==> config.mk <==
export PLATFORM = sky130hd
export DESIGN_NAME = apb_port_router
export DESIGN_NICKNAME = d
export VERILOG_FILES = /design/src/rtl/apb_port_router.sv
export SDC_FILE = /design/constraint.sdc
export NUM_CORES = 1
export LEC_CHECK = 0
export BUFFER_PORTS_ARGS = -buffer_cell sky130_fd_sc_hd__buf_4
export CAP_MARGIN = 40
export CORE_MARGIN = 8
export CORE_UTILIZATION = 50
export DETAILED_ROUTE_END_ITERATION = 6
export PLACE_DENSITY_LB_ADDON = 0.05
export SLEW_MARGIN = 20
export SYNTH_ARGS = -nofsm -noshare
export SYNTH_HDL_FRONTEND = slang
export SYNTH_SLANG_ARGS = --single-unit
==> constraint.sdc <==
create_clock -name clk -period 3.8 [get_ports clk]
set_input_delay 0.76 -clock clk [delete_from_list [all_inputs] [get_ports clk]]
set_output_delay 0.76 -clock clk [all_outputs]
set_load 0.005 [all_outputs]
==> src/rtl/apb_port_router.sv <==
// apb_port_router
//   Routes one upstream APB transfer to one of NUM_PORTS downstream APB
//   requester ports, chosen by the explicit index s_port. Downstream wait
//   states are honoured, and PRDATA/PSLVERR are returned upstream. An index
//   >= NUM_PORTS completes immediately with an error and produces no
//   downstream activity. Every output is driven straight from a flop.
//
//   Optional feature macro: APB_ROUTER_TIMEOUT_EN
//     When it is defined, an ACCESS phase that stays unanswered for
//     TIMEOUT_CYCLES cycles is aborted and answered with an error.
//     When it is undefined, ACCESS waits indefinitely.
//
//   Ports
//     clk, rst        clock; asynchronous active-low reset
//     s_psel/s_penable/s_pwrite/s_port/s_paddr/s_pwdata
//                     upstream request; sampled only in IDLE
//     s_prdata/s_pready/s_pslverr
//                     upstream response; s_pready is a one-cycle pulse
//     m_psel          one-hot downstream select
//     m_penable/m_pwrite/m_paddr/m_pwdata
//                     shared downstream buses; they hold after a transfer
//     m_prdata/m_pready/m_pslverr
//                     downstream returns; port i uses slice [i*DATA_W +: DATA_W]
module apb_port_router #(
  parameter int NUM_PORTS      = 6,
  parameter int ADDR_W         = 12,
  parameter int DATA_W         = 32,
  parameter int SEL_W          = 4,
  parameter int TIMEOUT_CYCLES = 16
) (
  input  logic                        clk,
  input  logic                        rst,
  input  logic                        s_psel,
  input  logic                        s_penable,
  input  logic                        s_pwrite,
  input  logic [SEL_W-1:0]            s_port,
  input  logic [ADDR_W-1:0]           s_paddr,
  input  logic [DATA_W-1:0]           s_pwdata,
  output logic [DATA_W-1:0]           s_prdata,
  output logic                        s_pready,
  output logic                        s_pslverr,
  output logic [NUM_PORTS-1:0]        m_psel,
  output logic                        m_penable,
  output logic                        m_pwrite,
  output logic [ADDR_W-1:0]           m_paddr,
  output logic [DATA_W-1:0]           m_pwdata,
  input  logic [NUM_PORTS*DATA_W-1:0] m_prdata,
  input  logic [NUM_PORTS-1:0]        m_pready,
  input  logic [NUM_PORTS-1:0]        m_pslverr
);

  if (NUM_PORTS < 2 || NUM_PORTS > 16 || (1 << SEL_W) < NUM_PORTS ||
      TIMEOUT_CYCLES < 1) begin : g_bad_cfg
    $error("apb_port_router: invalid parameter set");
  end

  typedef enum logic [1:0] {IDLE, SETUP, ACCESS, RESP} state_t;

  state_t                state_q;
  logic [SEL_W-1:0]      port_q;
  logic                  write_q;
  logic                  err_q;
  logic [DATA_W-1:0]     rdata_q;

  logic [NUM_PORTS-1:0]  m_psel_q;
  logic                  m_penable_q;
  logic                  m_pwrite_q;
  logic [ADDR_W-1:0]     m_paddr_q;
  logic [DATA_W-1:0]     m_pwdata_q;
  logic [DATA_W-1:0]     s_prdata_q;
  logic                  s_pready_q;
  logic                  s_pslverr_q;

`ifdef APB_ROUTER_TIMEOUT_EN
  localparam int CNT_W = $clog2(TIMEOUT_CYCLES + 1);
  logic [CNT_W-1:0]      tmo_cnt_q;
`endif

  logic [NUM_PORTS-1:0]  req_onehot;
  logic                  req_legal;
  logic                  sel_ready;
  logic                  sel_err;
  logic [DATA_W-1:0]     sel_rdata;

  // Decoding by comparison in a loop keeps the index width independent of
  // NUM_PORTS, and it yields an all-zero one-hot for out-of-range indices.
  always_comb begin
    req_onehot = '0;
    sel_ready  = 1'b0;
    sel_err    = 1'b0;
    sel_rdata  = '0;
    for (int unsigned i = 0; i < NUM_PORTS; i++) begin
      if (s_port == SEL_W'(i)) begin
        req_onehot[i] = 1'b1;
      end
      if (port_q == SEL_W'(i)) begin
        sel_ready = m_pready[i];
        sel_err   = m_pslverr[i];
        sel_rdata = m_prdata[i*DATA_W +: DATA_W];
      end
    end
  end

  assign req_legal = int'(s_port) < NUM_PORTS;

  always_ff @(posedge clk or negedge rst) begin
    if (!rst) begin
      state_q     <= IDLE;
      port_q      <= '0;
      write_q     <= 1'b0;
      err_q       <= 1'b0;
      rdata_q     <= '0;
      m_psel_q    <= '0;
      m_penable_q <= 1'b0;
      m_pwrite_q  <= 1'b0;
      m_paddr_q   <= '0;
      m_pwdata_q  <= '0;
      s_prdata_q  <= '0;
      s_pready_q  <= 1'b0;
      s_pslverr_q <= 1'b0;
`ifdef APB_ROUTER_TIMEOUT_EN
      tmo_cnt_q   <= '0;
`endif
    end else begin
      case (state_q)
        IDLE: begin
          s_pready_q  <= 1'b0;
          s_pslverr_q <= 1'b0;
          s_prdata_q  <= '0;
          if (s_psel && !s_penable) begin
            port_q  <= s_port;
            write_q <= s_pwrite;
            if (req_legal) begin
              // The shared buses are loaded only for a legal index, so an
              // illegal request leaves the downstream side untouched.
              m_psel_q   <= req_onehot;
              m_pwrite_q <= s_pwrite;
              m_paddr_q  <= s_paddr;
              m_pwdata_q <= s_pwdata;
              state_q    <= SETUP;
            end else begin
              err_q   <= 1'b1;
              rdata_q <= '0;
              state_q <= RESP;
            end
          end
        end

        SETUP: begin
          m_penable_q <= 1'b1;
`ifdef APB_ROUTER_TIMEOUT_EN
          tmo_cnt_q   <= '0;
`endif
          state_q     <= ACCESS;
        end

        ACCESS: begin
          if (sel_ready) begin
            err_q       <= sel_err;
            rdata_q     <= sel_rdata;
            m_psel_q    <= '0;
            m_penable_q <= 1'b0;
            state_q     <= RESP;
          end
`ifdef APB_ROUTER_TIMEOUT_EN
          else if (tmo_cnt_q == CNT_W'(TIMEOUT_CYCLES - 1)) begin
            err_q       <= 1'b1;
            rdata_q     <= '0;
            m_psel_q    <= '0;
            m_penable_q <= 1'b0;
            state_q     <= RESP;
          end else begin
            tmo_cnt_q <= tmo_cnt_q + CNT_W'(1);
          end
`endif
        end

        RESP: begin
          // The response flops load on the way out of RESP, so the upstream
          // pulse appears in the cycle after RESP, which is already IDLE.
          s_pready_q  <= 1'b1;
          s_pslverr_q <= err_q;
          s_prdata_q  <= write_q ? '0 : rdata_q;
          state_q     <= IDLE;
        end

        default: state_q <= IDLE;
      endcase
    end
  end

  assign m_psel    = m_psel_q;
  assign m_penable = m_penable_q;
  assign m_pwrite  = m_pwrite_q;
  assign m_paddr   = m_paddr_q;
  assign m_pwdata  = m_pwdata_q;
  assign s_prdata  = s_prdata_q;
  assign s_pready  = s_pready_q;
  assign s_pslverr = s_pslverr_q;

endmodule

==> results of run 1 <==
==> worst max-delay path by stage <==
stage / to / slack, ns
final: rdata_q[19]$_DFFE_PN0P_ / 1.37
after global routing: rdata_q[26]$_DFFE_PN0P_ / 1.25
after CTS: rdata_q[19]$_DFFE_PN0P_ / 1.08
after floorplan: m_paddr[0]$_DFFE_PN0P_ / 1.75
after detailed placement: rdata_q[19]$_DFFE_PN0P_ / 0.85
after global placement: rdata_q[31]$_DFFE_PN0P_ / 0.90
==> sequential cells by signal (all words and copies together), names as in the netlist, 2 cells and up <==
name	count
port_q	4
m_paddr	12
s_prdata	32
rdata_q	32
state_q	2
m_psel	6
m_pwdata	32
==> kinds of logic after synthesis <==
| family | synth area share (%) |
|---|---|
| AO/OA/AOI/OAI | 13.2 |
| adder cells (fa/ha/maj) | 0.549 |
| buffers and inverters | 4.12 |
| flip-flops | 46.1 |
| multiplexers | 16.2 |
| AND/OR/NAND/NOR | 19.8 |
==> final cells by class <==
type	instances	share of cell area (%)
flip-flops and latches	126	30.9
well taps	176	2.16
clock inverters	10	1.80
multi-input cells	440	33.5
repair buffers	357	26.7
clock buffers	22	4.64
inverters	9	0.331
==> routing by layer <==
layer,share of wire [%],track usage (%)
met1,38,28.8
met5,0,0
met2,52,46.5
met3,7.6,7.57
met4,2.5,9.72
==> report_power, final <==
group	leakage, nW	switching, mW	internal (mW)
Combinational	3.00	1.62	1.73
Clock	0.316	0.570	1.22
Sequential	1.65	0.352	1.83
Total	4.97	2.54	4.78
==> metrics by stage <==
step	std cells	power (mW)	area (µm²)	worst slack [ns]	util (%)
after floorplan	628	4.26	6830	1.75	-
after global placement	1105	5.37	9490	0.896	71.4
after detailed placement	1106	5.49	9500	0.852	71.5
after CTS	1138	7.29	10200	1.08	76.4
after global routing	1140	7.76	10200	1.25	76.8
final	1140	7.31	10200	1.37	76.8
==> cell usage in the layout (no fill, tap or decap), types with 4 or more instances in the layout <==
cell                        count
sky130_fd_sc_hd__nor2b_1       33
sky130_fd_sc_hd__o21ai_0        4
sky130_fd_sc_hd__clkbuf_16     17
sky130_fd_sc_hd__buf_4        354
sky130_fd_sc_hd__mux2_2        53
sky130_fd_sc_hd__or3_1         32
sky130_fd_sc_hd__mux2_4        29
sky130_fd_sc_hd__inv_1          9
sky130_fd_sc_hd__nand2b_1      67
sky130_fd_sc_hd__a22o_1        33
sky130_fd_sc_hd__nor2_1        38
sky130_fd_sc_hd__a21oi_1        6
sky130_fd_sc_hd__bufinv_16      5
sky130_fd_sc_hd__nor3_1         7
sky130_fd_sc_hd__nand2_1        6
sky130_fd_sc_hd__dfrtp_1      124
sky130_fd_sc_hd__a211oi_1      31
sky130_fd_sc_hd__nor4_1        37
sky130_fd_sc_hd__a31oi_1       31
==> metrics.md, run 1 <==
| Metric | Value |
|---|---|
| Run status | `completed` |
| Post-synthesis instance area | `0.00683 mm²` |
| Port Buf Inserts | `342` |
| Number of cells on the critical path | `7` |
| Yosys top cell area share | `46.1%` |
| Total inserted antenna cells | `0` |
| Number of antenna violations at the first check in global routing | `0` |
| Remaining routing DRC violations | `0` |
| Floorplan Core Area | `0.0133 mm²` |
| Count of nets after finishing | `1211` |
| Post-synthesis sequential area ratio | `46.1%` |
| Fraction of the cycle the final worst path needs | `64.0%` |
| Post-CTS clock slew at the launch and capture registers of the worst setup and hold paths | `0.06 ns` |
| Global-route wire length before repair | `36.7 mm` |
| Antenna violation net count after detailed routing | `0` |
| Synthesis warning total | `0` |
| Maximum number of pins on one net before global-route repair | `113` |
| Worst clock skew on the final layout | `0.00639 ns` |
| Area growth from synthesis to final layout | `49.5%` |
| Row Count | `42` |
| Top Family by Delay on Critical Path | `buffers and inverters` |
| Routed Wire Length | `23.5 mm` |
| Total setup violations reported at the end of the flow | `0` |
| Count of flip-flops with a built-in enable after synthesis | `0` |
| Power per cell area | `716 mW/mm²` |
| Number of vias after detailed routing | `6313` |
| Root Buffer | `sky130_fd_sc_hd__clkbuf_16` |
| Cells after Synth | `628` |
| Register-to-register setup slack | `1.37 ns` |
| Post-route minimum period | `2.43 ns` |
| Dominant cells by area after synthesis | `sky130_fd_sc_hd__dfrtp_1, sky130_fd_sc_hd__mux2_2, sky130_fd_sc_hd__mux2_4` |
| Final estimated routing congestion in global placement | `0.869` |
| Die area | `0.0177 mm²` |
| Worst IR drop on VDD | `0.392 mV` |
| Post-CTS setup repair buffer count | `0` |
| Critical R2R Launch | `port_q[0]$_DFFE_PN0P_` |
| Latest clock arrival within the worst-skew pair | `0.40 ns` |
| Aggregate global-route resource usage | `26.1%` |
| Most frequent cells after synthesis | `sky130_fd_sc_hd__dfrtp_1, sky130_fd_sc_hd__nand2b_1, sky130_fd_sc_hd__mux2_2` |
| Worst Reg2Reg Path Length in Cells | `7` |
| Max-cap check violation count | `0` |
| Setup repair after global routing missed its margin | `false` |
| CTS tree | `yes` |
| Die Height | `133 µm` |
| Flip-flop and latch area | `0.00316 mm²` |
| Final Hold Slack | `0.395 ns` |
| DP HPWL | `18.5 mm` |
| Post-Synthesis Net Count | `888` |
| Worst-path cell chain | `buf_4 > nand3b_1 > a221oi_2 > o21ai_4 > buf_16 > buf_4 > mux2_4` |
| Via count of the first global-routing pass | `6845` |
| Cell type with the highest aggregate area in the netlist | `sky130_fd_sc_hd__dfrtp_1` |
| Global route total overflow | `0` |
| Clock sinks | `126` |
| Top_reg_cell synth | `sky130_fd_sc_hd__dfrtp_1` |
| Maximum achievable frequency | `411 MHz` |
| Count of hold-fix buffers inserted at cts | `0` |
| Arr. time, crit path | `2.72 ns` |
| Highest fanout seen on the critical path | `41` |
| Post-synthesis register bit count | `126` |
| H-tree depth | `4` |
| Critical path data required time | `4.08 ns` |
| Critical Path Start | `port_q[0]$_DFFE_PN0P_` |
| Number of primary I/O pins | `343` |
| Worst max-slew margin expressed relative to the limit | `46.9%` |
| Share of final-layout standard cells stronger than drive strength 1 | `50.3%` |
| Hold Fails Final Rpt | `0` |
| TNS Setup | `0 ns` |
| Worst Path Class, Setup | `reg -> reg` |
| Worst min path class | `in -> async` |
| Horizontal extent of the die | `133 µm` |
| Detailed-route wire length per cell | `20.6 µm` |
| Worst setup SP type | `flop` |
| Via-per-instance ratio | `5.54` |
| Mean instance size in the synthesized netlist | `10.9 µm²` |
| Critical R2R Capture | `rdata_q[19]$_DFFE_PN0P_` |
| Static Leak | `4.97 nW` |
| Cell at the slowest stage of the critical path | `sky130_fd_sc_hd__a221oi_2` |
| Count of buffer and inverter cells on the critical path | `3` |
| Most used standard cell by instance count after synthesis | `sky130_fd_sc_hd__dfrtp_1` |
| Critical Path End Type | `flop` |
| Delay of the slowest cell on the worst path | `0.47 ns` |
| Distinct cells, synth | `38` |
| Multi-input combinational cell area | `0.00342 mm²` |
| Final Slew Violations | `0` |
| Initial core utilization | `51.4%` |
| TritonRoute pass-1 iters | `4` |
| Transition time at the pin with the least slew margin | `0.795 ns` |
| Post-synth ARST share | `100%` |
| Total clock buffers created by CTS | `17` |
| Layout filler cell count | `893` |
| Gates resized, CTS repair | `0` |
| Initial drt markers | `357` |
| Most frequent cell on the critical path | `sky130_fd_sc_hd__buf_4` |
| Maximum clock path buffer count | `2` |
(Power assumes the default switching activity.)
==> run 2: changes to the inputs <==
Settings changed: CORE_UTILIZATION 50 to 46.
Clock period 3.8 ns to 2.37 ns, I/O delays scaled along.
==> run 2 against run 1 <==
Effect of this change:
- die area increased by 7.6%
- wire length increased by 0.51%
- sequential share of layout area decreased by 0.12 points
- largest power group unchanged
- largest cell class unchanged
- worst setup slack got worse by 1.1 ns
==> metrics.md, run 2 (synthesis gave the netlist of run 1 again) <==
| Metric | Value |
|---|---|
| Total internal power | `7.51 mW` |
| Initial core utilization | `47.0%` |
| Global route total overflow | `0` |
| Aggregate global-route resource usage | `24.3%` |
| Comb power frac | `47.9%` |
| Transition time at the pin with the least slew margin | `0.437 ns` |
| Latest clock arrival within the worst-skew pair | `0.41 ns` |
| Wl on met1 | `8.84 mm` |
| Via count of the first global-routing pass | `6862` |
| Count of buffer and inverter cells on the critical path | `3` |
| Clock sinks | `126` |
| Initial drt markers | `287` |
| Maximum number of pins on one net before global-route repair | `78` |
| Number of primary I/O pins | `343` |
| Number of antenna violations at the first check in global routing | `1` |
| Top routing layer in use | `met4` |
| Length of routed met2 wiring | `12.2 mm` |
| Detailed-route wire length per cell | `20.4 µm` |
| H-tree depth | `4` |
| Horizontal extent of the die | `138 µm` |
| Count of non-filler cells in the finished layout | `1156` |
| Switching share of power | `35.0%` |
| Arr. time, crit path | `2.49 ns` |
| Routed Wire Length | `23.6 mm` |
| Worst Path Class, Setup | `reg -> reg` |
| Count of nets after finishing | `1220` |
| Worst-path cell chain | `inv_1 > ha_1 > inv_1 > a211o_1 > buf_4 > nor4_1 > mux2_4` |
| Top Family by Delay on Critical Path | `buffers and inverters` |
| Hold Fails Final Rpt | `0` |
| Critical path data required time | `2.72 ns` |
| Worst IR drop on VDD | `0.912 mV` |
| Fraction of the cycle the final worst path needs | `90.2%` |
| Delay of the slowest cell on the worst path | `0.40 ns` |
| DP HPWL | `18.8 mm` |
| Most common cell after layout, fill and taps aside | `sky130_fd_sc_hd__buf_4` |
| Commonest cells after routing, fill and taps aside | `sky130_fd_sc_hd__buf_4, sky130_fd_sc_hd__dfrtp_1, sky130_fd_sc_hd__nand2b_1, sky130_fd_sc_hd__mux2_2, sky130_fd_sc_hd__nor2_1` |
| Worst min path class | `in -> reg` |
| Critical Path End Type | `flop` |
| Number of vias after detailed routing | `6273` |
| Remaining routing DRC violations | `0` |
| Most frequent cell on the critical path | `sky130_fd_sc_hd__inv_1` |
| Root Buffer | `sky130_fd_sc_hd__clkbuf_16` |
| Sw power | `4.05 mW` |
| Final Core Density | `70.6%` |
| Worst setup SP type | `flop` |
| Port Buf Inserts | `342` |
| Setup repair after global routing missed its margin | `false` |
| Via-per-instance ratio | `5.43` |
| Maximum clock path buffer count | `2` |
| Maximum achievable frequency | `468 MHz` |
| Gates resized, CTS repair | `0` |
| Post-CTS clock slew at the launch and capture registers of the worst setup and hold paths | `0.05 ns` |
| Row Count | `44` |
| Relative contribution of the clock network to total power | `22.3%` |
| Die area | `0.0190 mm²` |
| Max-cap check violation count | `0` |
| Total setup violations reported at the end of the flow | `0` |
| Cell at the slowest stage of the critical path | `sky130_fd_sc_hd__nor4_1` |
| Area growth from synthesis to final layout | `50.1%` |
| Static Leak | `4.99 nW` |
| Total placed cells including tap cells | `1122` |
| Worst max-slew margin expressed relative to the limit | `70.6%` |
| TNS Setup | `0 ns` |
| Final estimated routing congestion in global placement | `0.869` |
| TritonRoute pass-1 iters | `6` |
| Placed inst area | `0.00964 mm²` |
| Total clock buffers created by CTS | `17` |
| Post-route minimum period | `2.14 ns` |
| Power per cell area | `1130 mW/mm²` |
| Floorplan Core Area | `0.0145 mm²` |
| Worst clock skew on the final layout | `0.00635 ns` |
| Die Height | `138 µm` |
| Cell area after layout | `0.0103 mm²` |
| Final Slew Violations | `0` |
| CTS tree | `yes` |
| Share of final-layout standard cells stronger than drive strength 1 | `50.5%` |
| Highest fanout seen on the critical path | `8` |
| Antenna violation net count after detailed routing | `0` |
| Global-route wire length before repair | `35.6 mm` |
| Run status | `completed` |
| Sequential share of power | `29.8%` |
| Routed met3 length | `1.95 mm` |
run 2: metal layers:
layer	track usage, %	up-vias
li1	-	2967
met5	0	-
met2	42.6	280
met4	9.97	0
met1	27.2	2987
met3	6.78	39
run 2: cell type report:
cell class	count	area [µm²]
antenna	2	5.00
clock buffer	22	474
clock inverter	7	113
fill	1106	4280
inverter	9	33.8
multi-input combinational	440	3420
sequential	126	3160
tap	184	230
timing repair buffer	366	2830
run 2: worst reg2reg max path, cell delays in order, from the launching register on:
cell and delay [ns]:
sky130_fd_sc_hd__dfrtp_1 0.38, sky130_fd_sc_hd__inv_1 0.11, sky130_fd_sc_hd__ha_1 0.35, sky130_fd_sc_hd__inv_1 0.15
sky130_fd_sc_hd__a211o_1 0.30, sky130_fd_sc_hd__buf_4 0.17, sky130_fd_sc_hd__nor4_1 0.41, sky130_fd_sc_hd__mux2_4 0.22
run 2: repair_timing:
action | 4_1_cts | 5_1_grt
hold buffers | 1 | 0
endpoints found under the setup margin | 0 | 22
endpoints found under the hold margin | 10 | 0
buffers inserted | 0 | 2
run 2: final timing paths:
check,start,end,slack (ns),cells after the start
setup reg to reg,state_q[0]$_DFFE_PN0P_,rdata_q[16]$_DFFE_PN0P_,0.23,7
min in group asynchronous,rst,m_paddr[9]$_DFFE_PN0P_,0.47,2
hold reg to reg,s_pready$_DFFE_PN0P_,s_pready$_DFFE_PN0P_,0.48,2
hold / removal,s_pwdata[5],m_pwdata[5]$_DFFE_PN0P_,0.30,2
setup / recovery,state_q[0]$_DFFE_PN0P_,rdata_q[16]$_DFFE_PN0P_,0.23,7
max in group asynchronous,rst,port_q[2]$_DFFE_PN0P_,1.18,3
run 2: power by group through the flow:
stage,Clock (mW),Combinational [mW],Sequential (mW)
final,2.58,5.53,3.45
after global routing,2.72,6.00,3.56
after detailed placement,0,5.53,3.48
after floorplan,0,3.46,3.37
after CTS,2.62,5.54,3.45
after global placement,0,5.41,3.43
run 2: metrics by stage:
stage	setup WS (ns)	power, mW	hold slack, ns
2_1_floorplan	0.473	6.82	0.178
3_3_place_gp	0.0316	8.84	0.337
3_5_place_dp	0.0150	9.00	0.344
4_1_cts	0.0681	11.6	0.276
5_1_grt	0.0566	12.3	0.278
6_report	0.232	11.6	0.295
==> run 3: changes to the inputs <==
Settings changed: CORE_ASPECT_RATIO from default to 1.2, CORE_UTILIZATION 46 to 48, CTS_BUF_LIST from default to sky130_fd_sc_hd__clkbuf_2 sky130_fd_sc_hd__clkbuf_4 sky130_fd_sc_hd__clkbuf_8, PLACE_DENSITY from default to 0.83, PLACE_DENSITY_LB_ADDON 0.05 to default.
==> run 3 against run 2 <==
Effect of this change:
- worst hold slack worse by 0.017 ns
- cell count down 1.3%
- non-clock buffer count is 3 lower
- largest power group unchanged
- register-to-register slack got worse by 0.02 ns
- count of clock-buffer cells in the layout fell by 5
==> metrics.md, run 3 (synthesis gave the netlist of run 1 again) <==
| Metric | Value |
|---|---|
| Commonest cells after routing, fill and taps aside | `sky130_fd_sc_hd__buf_4, sky130_fd_sc_hd__dfrtp_1, sky130_fd_sc_hd__nand2b_1, sky130_fd_sc_hd__mux2_2, sky130_fd_sc_hd__nor2_1` |
| Total setup violations reported at the end of the flow | `0` |
| Transition time at the pin with the least slew margin | `0.466 ns` |
| Critical path data required time | `2.73 ns` |
| Most frequent cell on the critical path | `sky130_fd_sc_hd__inv_1` |
| Via-per-instance ratio | `5.58` |
| Initial drt markers | `372` |
| Slack of the critical path | `0.216 ns` |
| CTS tree | `yes` |
| Worst max-slew margin expressed relative to the limit | `68.9%` |
| Run status | `completed` |
| Fraction of the cycle the final worst path needs | `90.9%` |
| Initial core utilization | `49.2%` |
| Endpoint of the worst hold path | `m_paddr[6]$_DFFE_PN0P_` |
| Number of vias after detailed routing | `6368` |
| Share of final-layout standard cells stronger than drive strength 1 | `50.9%` |
| Power per cell area | `1090 mW/mm²` |
| Total power draw | `10.9 mW` |
| Global-route wire length before repair | `38.0 mm` |
| Delay of the slowest cell on the worst path | `0.39 ns` |
| Cell area after layout | `0.0101 mm²` |
| Critical Path End Type | `flop` |
| Multi-input combinational cell area | `0.00342 mm²` |
| Global route total overflow | `0` |
| Worst min path class | `in -> reg` |
| Via count of the first global-routing pass | `6810` |
| H-tree depth | `4` |
| Number of primary I/O pins | `343` |
| Post-route minimum period | `2.15 ns` |
| Port Buf Inserts | `342` |
| Worst Path Class, Setup | `reg -> reg` |
| Cell at the slowest stage of the critical path | `sky130_fd_sc_hd__dfrtp_1` |
| Total inserted antenna cells | `0` |
| Detailed-route wire length per cell | `21.5 µm` |
| Area growth from synthesis to final layout | `47.1%` |
| Static Leak | `4.90 nW` |
| Latest clock arrival within the worst-skew pair | `0.43 ns` |
| Maximum clock path buffer count | `2` |
| Number of antenna violations at the first check in global routing | `0` |
| TNS Setup | `0 ns` |
| DP HPWL | `19.3 mm` |
| Hold Fails Final Rpt | `0` |
| Aggregate global-route resource usage | `26.4%` |
| Maximum achievable frequency | `464 MHz` |
| TritonRoute pass-1 iters | `5` |
| Routed Wire Length | `24.5 mm` |
| Setup repair after global routing missed its margin | `false` |
| Antenna violation net count after detailed routing | `0` |
| Final Slew Violations | `0` |
| Placed inst area | `0.00962 mm²` |
| Post-CTS setup repair buffer count | `0` |
| Number of stages on the worst hold path | `2` |
| Root Buffer | `sky130_fd_sc_hd__clkbuf_8` |
| Worst-path cell chain | `inv_1 > ha_1 > inv_1 > a211o_1 > buf_4 > nor4_1 > mux2_4` |
| Register-to-register setup slack | `0.22 ns` |
| Arr. time, crit path | `2.51 ns` |
| Max-cap check violation count | `0` |
| Total clock buffers created by CTS | `17` |
| Die Height | `147 µm` |
| Most common cell after layout, fill and taps aside | `sky130_fd_sc_hd__buf_4` |
| Worst IR drop on VDD | `0.483 mV` |
| Die area | `0.0183 mm²` |
| Highest fanout seen on the critical path | `14` |
| Critical R2R Capture | `rdata_q[9]$_DFFE_PN0P_` |
| Worst Reg2Reg Path Length in Cells | `7` |
| Floorplan Core Area | `0.0139 mm²` |
| Worst Min Path Start | `s_paddr[6]` |
| Minimum setup slack after placement | `0.107 ns` |
| Remaining routing DRC violations | `0` |
| Final estimated routing congestion in global placement | `0.867` |
| Worst clock skew on the final layout | `0.0168 ns` |
| Clock sinks | `126` |
| Horizontal extent of the die | `125 µm` |
| Critical R2R Launch | `state_q[0]$_DFFE_PN0P_` |
| Layout filler cell count | `1058` |
| Maximum number of pins on one net before global-route repair | `106` |
| Row Count | `47` |
| Worst setup SP type | `flop` |
| Count of nets after finishing | `1217` |
| Flip-flop and latch area | `0.00316 mm²` |
| Post-CTS clock slew at the launch and capture registers of the worst setup and hold paths | `0.08 ns` |
run 3: cell count changes in the layout (fill, tap and decap cells not counted):
cell                        previous run  this run
sky130_fd_sc_hd__nor4_1               37        36
sky130_fd_sc_hd__clkbuf_8              3        17
sky130_fd_sc_hd__inv_8                 0         1
sky130_fd_sc_hd__clkbuf_1              2         0
sky130_fd_sc_hd__buf_4               359       356
sky130_fd_sc_hd__diode_2               2         0
sky130_fd_sc_hd__dfrtp_2               1         2
sky130_fd_sc_hd__clkbuf_16            17         0
sky130_fd_sc_hd__clkinv_4              0         4
sky130_fd_sc_hd__dfrtp_1             124       123
sky130_fd_sc_hd__nor4_2                0         1
sky130_fd_sc_hd__inv_6                 0         3
run 3: worst max-delay path, delay by kind of cell, from the launching register on:
kind	cells	cell delay (ns)
muxes	1	0.22
and+or+nand+nor	1	0.37
DFF	1	0.39
AOI/OAI and AO/OA	1	0.33
adders and majority gates	1	0.32
buffers and inverters	3	0.47
run 3: area by class of cell:
class / instances / area share [%]
Inverter: 9 / 0.336
Clock inverter: 15 / 1.84
Tap cell: 171 / 2.13
Clock buffer: 17 / 2.33
Sequential cell: 126 / 31.4
Multi-Input combinational cell: 440 / 34.1
Timing Repair Buffer: 363 / 27.9
run 3: where the power goes:
group / switching [mW] / leakage (nW) / internal, mW
logic: 2.70 / 3.04 / 2.80
clock network: 0.911 / 0.213 / 1.06
registers: 0.540 / 1.65 / 2.94
run 3: how the worst max path moves through the flow:
stage	endpoint	startpoint	slack [ns]	cells after the start
detailed placement	rdata_q[11]$_DFFE_PN0P_	state_q[0]$_DFFE_PN0P_	0.11	7
finish	rdata_q[9]$_DFFE_PN0P_	state_q[0]$_DFFE_PN0P_	0.22	7
CTS	rdata_q[11]$_DFFE_PN0P_	state_q[0]$_DFFE_PN0P_	0.11	7
global route	rdata_q[9]$_DFFE_PN0P_	state_q[0]$_DFFE_PN0P_	0.03	7
global placement	rdata_q[11]$_DFFE_PN0P_	state_q[0]$_DFFE_PN0P_	0.23	7
floorplan	m_psel[5]$_DFFE_PN0P_	state_q[0]$_DFFE_PN0P_	0.47	6
run 3: what timing repair did:
item                                    CTS  global route
hold buffers                              1             0
endpoints found under the hold margin    24             0
gates resized for setup                   0             1
endpoints found under the setup margin    0             1
run 3: metal layers:
layer / vias up / GRT usage (%) / wire, µm
met1: 3072 / 29.4 / 9330
li1: 2955 / - / -
met2: 307 / 46.2 / 12600
met3: 34 / 8.33 / 1980
met5: - / 0 / 0
met4: 0 / 9.88 / 632
run 3: through the flow:
stage / utilization [%] / hold WS [ns] / cells
after floorplan: - / 0.178 / 628
after global placement: 69.3 / 0.457 / 1108
after detailed placement: 69.3 / 0.454 / 1108
after CTS: 72.4 / 0.253 / 1141
after global routing: 72.4 / 0.246 / 1141
final: 72.4 / 0.278 / 1141
